[src/rtl/display_scheduler.sv]
// Display path sequencer: arbitrates processor/debug requests, converts the
// granted 16-bit value to BCD by iterative double-dabble, then holds the digits.
module display_scheduler #(
  parameter int unsigned HOLD_CYCLES = 4
) (
  input  logic        Clock,
  input  logic        Resetn,
  input  logic        Proc_Req,
  input  logic [15:0] Proc_Value,
  output logic        Proc_Ack,
  input  logic        Dbg_Req,
  input  logic [15:0] Dbg_Value,
  output logic        Dbg_Ack,
  output logic [3:0]  Thousand,
  output logic [3:0]  Hundred,
  output logic [3:0]  Ten,
  output logic [3:0]  One,
  output logic        Overflow,
  output logic        Src,
  output logic        Busy,
  output logic        Valid
);

  localparam int unsigned CNT_MAX = (HOLD_CYCLES > 16) ? HOLD_CYCLES : 16;
  localparam int unsigned CW      = $clog2(CNT_MAX);
  localparam logic [CW-1:0] CONV_LAST = CW'(15);
  localparam logic [CW-1:0] HOLD_LAST = CW'(HOLD_CYCLES - 1);

  typedef enum logic [1:0] {IDLE, LOAD, CONVERT, SHOW} state_t;

  state_t        state, state_nxt;
  logic          ptr, ptr_nxt;      // 1 = debug side favoured on contention
  logic          grant, grant_nxt;  // 1 = debug side granted
  logic [CW-1:0] cnt;
  logic [15:0]   bin;
  logic [19:0]   bcd;
  logic [19:0]   bcd_adj;
  logic [19:0]   bcd_step;
  logic [15:0]   bin_step;

  assign Busy = (state != IDLE);

  always_ff @(posedge Clock or negedge Resetn) begin
    if (!Resetn) begin
      state <= IDLE;
      ptr   <= 1'b0;
      grant <= 1'b0;
    end else begin
      state <= state_nxt;
      ptr   <= ptr_nxt;
      grant <= grant_nxt;
    end
  end

  always_comb begin
    state_nxt = state;
    ptr_nxt   = ptr;
    grant_nxt = grant;
    Proc_Ack  = 1'b0;
    Dbg_Ack   = 1'b0;
    case (state)
      IDLE: begin
        if (Proc_Req && Dbg_Req) begin
          grant_nxt = ptr;
          ptr_nxt   = ~ptr;
          state_nxt = LOAD;
        end else if (Proc_Req) begin
          grant_nxt = 1'b0;
          ptr_nxt   = 1'b1;
          state_nxt = LOAD;
        end else if (Dbg_Req) begin
          grant_nxt = 1'b1;
          ptr_nxt   = 1'b0;
          state_nxt = LOAD;
        end
      end
      LOAD: begin
        Proc_Ack  = ~grant;
        Dbg_Ack   = grant;
        state_nxt = CONVERT;
      end
      CONVERT: begin
        if (cnt == CONV_LAST) state_nxt = SHOW;
      end
      SHOW: begin
        if (cnt == HOLD_LAST) state_nxt = IDLE;
      end
      default: state_nxt = IDLE;
    endcase
  end

  // One double-dabble step: correct every BCD nibble >= 5, then shift in the next bit.
  always_comb begin
    bcd_adj = bcd;
    for (int unsigned i = 0; i < 5; i++) begin
      if (bcd[4*i +: 4] >= 4'd5) bcd_adj[4*i +: 4] = bcd[4*i +: 4] + 4'd3;
    end
  end

  assign {bcd_step, bin_step} = {bcd_adj, bin} << 1;

  always_ff @(posedge Clock or negedge Resetn) begin
    if (!Resetn) begin
      cnt      <= '0;
      bin      <= '0;
      bcd      <= '0;
      Thousand <= '0;
      Hundred  <= '0;
      Ten      <= '0;
      One      <= '0;
      Overflow <= 1'b0;
      Src      <= 1'b0;
      Valid    <= 1'b0;
    end else begin
      case (state)
        LOAD: begin
          bin <= grant ? Dbg_Value : Proc_Value;
          bcd <= '0;
          cnt <= '0;
        end
        CONVERT: begin
          bin <= bin_step;
          bcd <= bcd_step;
          if (cnt == CONV_LAST) begin
            cnt      <= '0;
            Thousand <= bcd_step[15:12];
            Hundred  <= bcd_step[11:8];
            Ten      <= bcd_step[7:4];
            One      <= bcd_step[3:0];
            Overflow <= |bcd_step[19:16];
            Src      <= grant;
            Valid    <= 1'b1;
          end else begin
            cnt <= cnt + CW'(1);
          end
        end
        SHOW: begin
          if (cnt == HOLD_LAST) cnt <= '0;
          else                  cnt <= cnt + CW'(1);
        end
        default: ;
      endcase
    end
  end

endmodule

[config.mk]
export PLATFORM = sky130hd
export DESIGN_NAME = display_scheduler
export DESIGN_NICKNAME = d
export VERILOG_FILES = /design/src/rtl/display_scheduler.sv
export SDC_FILE = /design/constraint.sdc
export NUM_CORES = 1
export LEC_CHECK = 0
export ABC_AREA = 1
export CAP_MARGIN = 20
export CORE_AREA = 2 2 83 85
export DETAILED_ROUTE_END_ITERATION = 8
export DIE_AREA = 0 0 85 87
export DONT_BUFFER_PORTS = 1
export GPL_TIMING_DRIVEN = 1
export PLACE_DENSITY = 0.68
export SETUP_SLACK_MARGIN = 0.05
export SLEW_MARGIN = 5
export SYNTH_ARGS = -nofsm -noshare
export SYNTH_HDL_FRONTEND = slang
export SYNTH_SLANG_ARGS = --single-unit
[constraint.sdc]
create_clock -name Clock -period 3.97 [get_ports Clock]
set_input_delay 0.5955 -clock Clock [delete_from_list [all_inputs] [get_ports Clock]]
set_output_delay 0.5955 -clock Clock [all_outputs]
set_load 0.1 [all_outputs]
==> out/results.ini <==
[layout]
n_antenna_cell = 0
fin_area_um2 = 3410
layout-drive-gt1-share = 0.0571
syn2layout_area_growth_pct = 6.78
seq_area_um2 = 1580
nFillCells = 614
multi_input_area_um2 = 1410
layout.nets = 417

[timing]
fin_tns_setup_ns = 0
max_freq_ghz = 0.384
slew_viol_final = 0
setup_viol = 0
finalHoldViolations = 0
finalCritPeriodShare = 0.656
fin_crit_ns = 2.61
rsz0062_at_grt = no
relSlewSlack = 0.298
tightest_slew_ns = 1.05
clock_skew_ns = 0.00809

[logic_synthesis]
synth_area_leaders = dfrtp_1 (49%), nand2_1 (13%), o21ai_0 (6.7%)
yosys_warnings = 0
yosysTopAreaCellShare = 0.494
synth.avg_cell_area_um2 = 8.72
synth_top_area_cell = dfrtp_1
syn_inst = 366
ys_types = 27
synth-edff-count = 0
ys_ff_latch = 63
async_reset_ff_frac = 1.00
synth_commonest_cells = nand2_1 (111), dfrtp_1 (63), o21ai_0 (43)
ys_seq_area_frac = 0.494
yosys_most_used_dff = dfrtp_1
synth_most_common_cell = nand2_1
syn_area_um2 = 3190
synth_nets = 418

[grt]
use_met3 = 0.0502
antenna_found_initial = 0
grt-ovfl-total = 0
grt_usage = 0.179
grt_max_degree = 64
grtUsageMet2 = 0.265
first_global_vias = 2191
busiest_layer = met2
grt_first_pass_wirelength_um = 10400
use_met1 = 0.251

[clocking]
cts_root_buf = clkbuf_8
cts.sinks = 63
path_clk_slew_ns = 0.06
cts-buffers-inserted = 9
cts_resized = 0
insertion_delay_ns = 0.34
cts_tree = done
clk_path_buf_depth = 2
h-tree-depth = 3

[status]
status = complete, no violations

[worst_setup_path]
crit_type = reg -> out
regToRegEndpoint = bin[9]
worst_ep_arrival_time_ns = 2.01
cpPeakStageDelay_ns = 0.97
crit_slowest_cell = nor2_2
crit_cells = 1
r2r_start = state[0]
crit_required_ns = 3.37
startpoint_type = flip-flop
reg2reg_depth = 6
worstPathMaxFanout = 19
crit_buf_inv = 0
cp_top_family = simple AND/OR/NAND/NOR gates
cp-end-kind = primary output
cp-startpoint = grant
r2r_slack_ns = 1.42
cp-endpoint = Proc_Ack
path_cells = nor2_2

[drt]
drc = 0
dr.pass1.iters = 5
drt-wirelength-per-cell_um = 14.0
first_iter_violations = 150
drt-total-wl_um = 6260
vias_per_cell = 5.35
ant_nets = 0
routed-via-count = 2395

[pwr]
p_per_area_nw_per_um2 = 638
leakagePower_nw = 1.64
total_power_mw = 2.17
ir_worst_vdd_v = 0.000703

[floorplan]
die_area_um2 = 7400
core_um2 = 6570
die_y_um = 87
io_pins = 58
fp-row-count = 30
die_x_um = 85
initial_utilization = 0.486

[placed_design]
gp_congestion = 0.835
place.detailed.hpwl_um = 4230
port_buffers = 0
place_area_um2 = 3220

[worst_hold_path]
worst_hold_path_type = in -> async

[run]
drv_cap = 0

-- cells in the final DEF (no fill, tap or decap) --
cell and n:
a21oi_1 3, inv_1 35, a21oi_2 1, clkinv_2 1, nand3_1 9, nor2_1 15
inv_2 1, dfrtp_1 63, nor2_2 2, o32ai_1 1, nand2_1 111, nand4_1 2
or2_2 2, buf_16 1, o21bai_1 1, nand2_2 2, o221ai_1 1, o21ai_0 43
clkbuf_8 11, o211ai_1 14, o22ai_1 8, ha_1 16, xor2_1 8, a22o_1 1
mux2i_1 14, clkbuf_1 2
-- state kept, by name, indices dropped and copies added, names as in the netlist, 2 cells and up --
register,cells
Hundred,4
One,4
Ten,4
Thousand,4
bcd,20
bin,16
cnt,4
state,2
-- how the worst min path moves through the flow --
stage	from	endpoint	slack, ns	cells after the start
finish	Resetn	bcd[10]	0.12	1
global placement	Resetn	Hundred[3]	0.30	0
detailed placement	Resetn	bcd[10]	0.30	0
CTS	Resetn	bcd[10]	0.13	1
floorplan	Resetn	Hundred[0]	0.30	0
global route	Resetn	bcd[10]	0.13	1
-- power breakdown --
group	switching, mW	leakage, nW	internal (mW)
registers	0.113	0.845	0.771
logic	0.559	0.713	0.251
clock network	0.227	0.0854	0.253
total	0.899	1.64	1.27
-- logic make-up after synthesis --
group | share of synthesized area
simple gates | 0.177
compound gates | 0.134
flops | 0.494
buf+inv | 0.0666
fa+ha+maj | 0.0627
mux | 0.0439
xor+xnor | 0.0219
-- final cells by class --
type / instances / share of cell area
multi-input cells: 254 / 0.412
inverters: 36 / 0.0396
clock inverters: 1 / 0.00147
clock buffers: 13 / 0.0466
well taps: 80 / 0.0294
repair buffers: 1 / 0.00807
flip-flops and latches: 63 / 0.462
-- stage by stage --
step / setup slack (ns) / instances / hold WS (ns) / util
2_1_floorplan: 1.44 / 366 / 0.300 / -
3_3_place_gp: 1.55 / 433 / 0.302 / 0.490
3_5_place_dp: 1.44 / 433 / 0.302 / 0.490
4_1_cts: 1.35 / 448 / 0.133 / 0.519
5_1_grt: 1.17 / 448 / 0.135 / 0.519
6_report: 1.36 / 448 / 0.124 / 0.519
-- worst register-to-register path: stages (launching register included) --
cell      delay (ns)
dfrtp_1         0.41
inv_1           0.10
ha_1            0.63
nand2_1         0.46
inv_1           0.62
nand2_1         0.14
o211ai_1        0.11
-- timing repair --
item,4_1_cts,5_1_grt
endpoints found under the hold margin,63,0
hold buffers,1,0
setup endpoints to repair,0,0
buffers inserted,0,0
-- metal layers --
layer,up-vias,share of wire
li1,1196,-
met4,0,0.016
met2,78,0.42
met5,-,0
met1,1109,0.49
met3,12,0.065
Note: power is estimated with default switching activity, not from simulation.
